$ cat src/rtl/vm_pkg.sv
// vm_pkg: definitions shared by the vending-machine controller files.
//   state_e       : controller states (IDLE, COLLECT, DISPENSE, CHANGE)
//   COIN5_VAL     : credit value of the small coin
//   COIN10_VAL    : credit value of the large coin
//   PRICE_DEFAULT : default item price in credit units
//   max_int       : elaboration-time helper used to size the shared tick counter
package vm_pkg;

  typedef enum logic [1:0] {
    IDLE     = 2'd0,
    COLLECT  = 2'd1,
    DISPENSE = 2'd2,
    CHANGE   = 2'd3
  } state_e;

  localparam int COIN5_VAL     = 5;
  localparam int COIN10_VAL    = 10;
  localparam int PRICE_DEFAULT = 25;

  function automatic int max_int(input int a, input int b);
    return (a > b) ? a : b;
  endfunction

endpackage

$ cat src/rtl/tick_counter.sv
// tick_counter: counts 2 Hz tick enables and flags the tick that reaches a
// programmable terminal count. Shared by the inactivity timeout and the
// dispense hold time, so the owner clears it on every phase change.
// Ports:
//   clk_i      : system clock
//   rst_ni     : asynchronous active-low reset
//   clear_i    : synchronous clear (phase entry / coin activity)
//   en_i       : counting enabled in the current phase
//   tick_i     : one-cycle 2 Hz enable
//   terminal_i : terminal count for the current phase
//   done_o     : high in the cycle whose tick makes the count reach terminal_i
module tick_counter #(
  parameter int W = 5
) (
  input  logic         clk_i,
  input  logic         rst_ni,
  input  logic         clear_i,
  input  logic         en_i,
  input  logic         tick_i,
  input  logic [W-1:0] terminal_i,
  output logic         done_o
);

  logic [W-1:0] count_q;
  logic [W:0]   count_inc;

  assign count_inc = {1'b0, count_q} + {{W{1'b0}}, 1'b1};

  // done does not look at clear_i: the owner derives clear_i from its own
  // next state, which in turn depends on done_o.
  assign done_o = en_i && tick_i && (count_inc >= {1'b0, terminal_i});

  always_ff @(posedge clk_i or negedge rst_ni) begin
    if (!rst_ni) begin
      count_q <= '0;
    end else if (clear_i) begin
      count_q <= '0;
    end else if (en_i && tick_i && !count_inc[W]) begin
      count_q <= count_inc[W-1:0];
    end
  end

endmodule

$ cat src/rtl/vm_ctrl_fsm.sv
// vm_ctrl_fsm: vending-machine transaction controller. Accumulates coin
// credit, dispenses when credit covers PRICE, returns change, and refunds on
// cancel or after TIMEOUT_TICKS ticks of coin inactivity. tick_i is a 2 Hz
// enable in the clk_in domain, not a clock.
// Optional build macro: SALES_AUDIT_EN adds the 16-bit sales_cnt_o counter.
// Ports:
//   clk_in         : system clock
//   reset          : asynchronous active-low reset
//   tick_i         : 2 Hz one-cycle enable
//   coin5_i        : 5-unit coin pulse
//   coin10_i       : 10-unit coin pulse
//   cancel_i       : customer cancel pulse
//   credit_o       : current credit
//   dispense_o     : vend actuator
//   change_valid_o : one-cycle strobe qualifying change_amt_o
//   change_amt_o   : change or refund amount
//   sales_cnt_o    : dispense count, wraps at 16 bits (SALES_AUDIT_EN only)
//   busy_o         : high in any state except IDLE
module vm_ctrl_fsm
  import vm_pkg::*;
#(
  parameter int PRICE         = PRICE_DEFAULT,
  parameter int CREDIT_W      = 7,
  parameter int TIMEOUT_TICKS = 20,
  parameter int DISP_TICKS    = 4
) (
  input  logic                clk_in,
  input  logic                reset,
  input  logic                tick_i,
  input  logic                coin5_i,
  input  logic                coin10_i,
  input  logic                cancel_i,
  output logic [CREDIT_W-1:0] credit_o,
  output logic                dispense_o,
  output logic                change_valid_o,
  output logic [CREDIT_W-1:0] change_amt_o,
`ifdef SALES_AUDIT_EN
  output logic [15:0]         sales_cnt_o,
`endif
  output logic                busy_o
);

  localparam int TW = $clog2(max_int(TIMEOUT_TICKS, DISP_TICKS) + 1);
  localparam logic [CREDIT_W-1:0] PRICE_C  = CREDIT_W'(PRICE);
  localparam logic [CREDIT_W-1:0] COIN5_C  = CREDIT_W'(COIN5_VAL);
  localparam logic [CREDIT_W-1:0] COIN10_C = CREDIT_W'(COIN10_VAL);

  state_e              state_q, state_d;
  logic [CREDIT_W-1:0] credit_q, credit_d;
  logic [CREDIT_W-1:0] change_q, change_d;
  logic                dispense_q;
  logic                change_valid_q;
  logic                busy_q;

  logic                coin_any;
  logic                accepting;
  logic [CREDIT_W-1:0] coin_val;
  logic [CREDIT_W:0]   sum;
  logic [CREDIT_W-1:0] credit_add;

  logic                tmr_clear;
  logic                tmr_en;
  logic                tmr_done;
  logic [TW-1:0]       tmr_term;

  assign coin_any  = coin5_i || coin10_i;
  assign accepting = (state_q == IDLE) || (state_q == COLLECT);

  // Both coins in one cycle are both credited.
  always_comb begin
    coin_val = '0;
    if (coin5_i) begin
      coin_val = coin_val + COIN5_C;
    end
    if (coin10_i) begin
      coin_val = coin_val + COIN10_C;
    end
  end

  assign sum        = {1'b0, credit_q} + {1'b0, coin_val};
  assign credit_add = sum[CREDIT_W] ? {CREDIT_W{1'b1}} : sum[CREDIT_W-1:0];

  // Timer is reset on every phase change and on coin activity in COLLECT;
  // it only counts in the two timed phases.
  assign tmr_clear = (state_d != state_q) || ((state_q == COLLECT) && coin_any);
  assign tmr_en    = (state_q == COLLECT) || (state_q == DISPENSE);
  assign tmr_term  = (state_q == DISPENSE) ? TW'(DISP_TICKS) : TW'(TIMEOUT_TICKS);

  tick_counter #(
    .W (TW)
  ) u_tick_counter (
    .clk_i      (clk_in),
    .rst_ni     (reset),
    .clear_i    (tmr_clear),
    .en_i       (tmr_en),
    .tick_i     (tick_i),
    .terminal_i (tmr_term),
    .done_o     (tmr_done)
  );

  always_comb begin
    state_d  = state_q;
    credit_d = credit_q;
    change_d = change_q;
    unique case (state_q)
      IDLE: begin
        if (coin_any) begin
          credit_d = credit_add;
          state_d  = COLLECT;
        end
      end
      COLLECT: begin
        credit_d = credit_add;
        // Reaching the price beats a simultaneous cancel; a coin in the same
        // cycle as the timeout tick restarts the inactivity window.
        if (credit_add >= PRICE_C) begin
          state_d  = DISPENSE;
          change_d = credit_add - PRICE_C;
        end else if (cancel_i || (tmr_done && !coin_any)) begin
          state_d  = CHANGE;
          change_d = credit_add;
        end
      end
      DISPENSE: begin
        if (tmr_done) begin
          state_d = CHANGE;
        end
      end
      CHANGE: begin
        state_d  = IDLE;
        credit_d = '0;
        change_d = '0;
      end
      default: begin
        state_d = IDLE;
      end
    endcase
  end

`ifdef SALES_AUDIT_EN
  logic [15:0] sales_q;
  assign sales_cnt_o = sales_q;
`endif

  always_ff @(posedge clk_in or negedge reset) begin
    if (!reset) begin
      state_q        <= IDLE;
      credit_q       <= '0;
      change_q       <= '0;
      dispense_q     <= 1'b0;
      change_valid_q <= 1'b0;
      busy_q         <= 1'b0;
`ifdef SALES_AUDIT_EN
      sales_q        <= '0;
`endif
    end else begin
      state_q        <= state_d;
      credit_q       <= credit_d;
      change_q       <= change_d;
      dispense_q     <= (state_d == DISPENSE);
      change_valid_q <= (state_d == CHANGE);
      busy_q         <= (state_d != IDLE);
`ifdef SALES_AUDIT_EN
      if ((state_q != DISPENSE) && (state_d == DISPENSE)) begin
        sales_q <= sales_q + 16'd1;
      end
`endif
    end
  end

  assign credit_o       = credit_q;
  assign change_amt_o   = change_q;
  assign dispense_o     = dispense_q;
  assign change_valid_o = change_valid_q;
  assign busy_o         = busy_q;

  // Saturation is only a safety net; legal parameters never reach it.
  a_credit_no_overflow: assert property (
    @(posedge clk_in) disable iff (!reset)
    (accepting && coin_any) |-> !sum[CREDIT_W]
  );

endmodule

$ cat config.mk
export PLATFORM = sky130hd
export DESIGN_NAME = vm_ctrl_fsm
export DESIGN_NICKNAME = d
export VERILOG_FILES = /design/src/rtl/vm_pkg.sv /design/src/rtl/tick_counter.sv /design/src/rtl/vm_ctrl_fsm.sv
export SDC_FILE = /design/constraint.sdc
export NUM_CORES = 1
export LEC_CHECK = 0
export CAP_MARGIN = 30
export CORE_MARGIN = 2
export CORE_UTILIZATION = 30
export CTS_CLUSTER_SIZE = 30
export DETAILED_ROUTE_END_ITERATION = 16
export PLACE_DENSITY = 0.46
export SETUP_SLACK_MARGIN = 0.15
export SLEW_MARGIN = 10
export SYNTH_ARGS = -nofsm -noshare
export SYNTH_HDL_FRONTEND = slang
export SYNTH_SLANG_ARGS = --single-unit
$ cat constraint.sdc
create_clock -name clk_in -period 7.6 [get_ports clk_in]
set_clock_uncertainty 0.05 [all_clocks]
set_input_delay 2.28 -clock clk_in [delete_from_list [all_inputs] [get_ports clk_in]]
set_output_delay 2.28 -clock clk_in [all_outputs]
set_load 0.05 [all_outputs]
==> results.toml <==
[outcome]
status = "finished clean"

[global_routing]
antenna_found_initial = 0
grt_pass1_vias = 1693
grtUsageTotal_pct = 14.2
overflow = 0
grt_pass1_wl_um = 8670
grt_max_degree = 25

[logic_synthesis]
synth.net_count = 256
yosys_warnings = 0
synth_cell_type_count = 66
ys_seq_area_share_pct = 28.6
synth_flop_cell = "dfrtp_1"
yosysTopAreaCellShare_pct = 28.6
synthCells = 234
syn_area_um2 = 2100
async_flop_share_pct = 100
synth_area_leaders = "dfrtp_1 (29%), ha_1 (8.9%), nor2_1 (4.3%)"
synth_area_leader_cell = "dfrtp_1"
synth_edf_count = 0
syn_area_per_cell_um2 = 8.97
synth-seq-cells = 24

[drt]
routed_wire_length_per_instance_um = 15.3
via_per_inst = 5.38
routed_wl_um = 5270
drtIter0Drc = 131
dr_total_vias = 1851
dr.pass1.iters = 5
drc_errors = 0
drtAntennaViolNets = 0

[clock_tree]
clk_pin_slew_ps = 90
post-cts-setup-buffers = 0
cts_tree = "yes"
max-clock-path-buffers = 2
h-tree-depth = 1
clk_latency_ps = 270
root_buffer = "clkbuf_8"
ctsResizeCount = 0
hold_buffers = 0
cts_sinks = 24
cts_buffers = 3

[critical_path]
cp-end-kind = "register"
path_class = "in -> reg"
critPathMaxFanout = 13
cp.required_ps = 7710
startpoint_type = "primary input"
regToRegSetupSlack_ps = 3830
cp.arrival_ps = 6100

[placed_design]
gp_congestion = 0.874
io_buffers = 22
hpwlAfterDp_um = 3990

[layout]
diodes = 0
final_cell_mix = "nor2_1 (24), dfrtp_1 (24), clkdlybuf4s50_1 (22)"
area_growth_syn_to_layout_pct = 16.5
seq_area_um2 = 601
multi_input_comb_area_um2 = 1400
fillers = 693
nets = 271
drive_gt1_share_pct = 9.68

[floorplan]
die_y_um = 87.7
core_um2 = 6790
die_w_um = 87.7
ios = 23
row_count = 30
die_area_um2 = 7680
start_util_pct = 30.9

[sta]
rsz0062_at_grt = "false"
layout_min_cycle_time_ps = 5990
drv_slew = 0
tightest_slew_ps = 803
maxSlewHeadroom_pct = 46.0
clock.fmax_mhz = 167
finalSetupTns_ps = 0
setup_viol = 0
post-route-period-util_pct = 78.8
finalHoldViolCount = 0

[job]
max_cap_viol_count = 0

[hold_path]
worstHoldPathType = "reg -> reg"
-- worst paths after layout --
kind / cells past startpoint / endpoint / start
min reg2reg: 1 / change_amt_o[5] / change_amt_o[5]
min in group asynchronous: 2 / change_valid_o / reset
min: 1 / change_amt_o[5] / change_amt_o[5]
max in group asynchronous: 2 / credit_o[1] / reset
max: 14 / change_amt_o[6] / coin10_i
max reg2reg: 13 / change_amt_o[6] / credit_o[3]
-- synth_stat cells, drive strengths merged (2+ instances only) --
cell and number:
a221o 2, nand3 6, nor3 9, a21oi 10
o21ai 14, and3 2, o21ba 2, ha 15
xor2 2, nor2 24, nand2 12, inv 6
clkbuf 7, a21boi 4, o22ai 4, a41oi 2
and2 2, o31ai 4, or2 2, a2111oi 2
a22o 10, mux2 3, a31oi 8, buf 6
o2111ai 3, nand2b 4, o31a 2, dfrtp 24
xnor2 4, nor4 5, or3 3, a21o 2
a211oi 3, mux2i 4, nor2b 4
-- state kept, by name, indices dropped and copies added (netlist names) --
| register | count |
|---|---|
| u_tick_counter.count_q | 5 |
| state_q | 2 |
| dispense_o | 1 |
| credit_o | 7 |
| change_valid_o | 1 |
| change_amt_o | 7 |
| busy_o | 1 |
-- kinds of logic after synthesis --
kind of cell / Yosys count / synth area share [%]
adder cells (fa/ha/maj): 16 / 9.89
XOR/XNOR: 6 / 2.50
multiplexers: 7 / 4.29
flip-flops: 24 / 28.6
AO/OA/AOI/OAI: 83 / 30.6
buffers and inverters: 19 / 4.53
AND/OR/NAND/NOR: 79 / 19.6
-- per-layer routing --
layer	track usage (%)	vias up	wire, um	share of wire, %
li1	-	921	-	-
met1	20.5	890	2670	51
met2	22.5	36	2380	45
met3	2.26	4	178	3.4
met4	2.80	0	38	0.72
met5	0	-	0	0
-- worst max-delay path: stages --
cell and delay [ps]:
clkdlybuf4s50_1 540, ha_1 610, o21ai_0 190, o21ba_2 280, nor2_1 190, nor2_1 110, ha_1 240, nand2_1 80
nor3_1 40, o21ai_0 90, o2111a_2 320, or4b_4 530, mux2i_4 260, mux2_4 320
-- per-stage QoR --
step           hold WS [ps]  setup slack [ps]  cells  area (um2)  util [%]
3_3_place_gp            454              1400    340        2370      35.0
5_1_grt                 480              1380    344        2450      36.0
2_1_floorplan           535              2350    234        2100         -
6_report                453              1610    344        2450      36.0
4_1_cts                 462              1620    344        2450      36.0
3_5_place_dp            438              1310    340        2370      35.0
-- cell type report --
cell class              instances  share of cell area, %
multi-input cells             191                   57.4
flip-flops and latches         24                   24.6
repair buffers                 23                   9.31
well taps                      96                   4.91
clock buffers                   3                   1.69
clock inverters                 1                   1.23
inverters                       6                  0.921
Power is not shown: default switching activity piles up to over one toggle a cycle in this logic, so the estimate is an artifact.
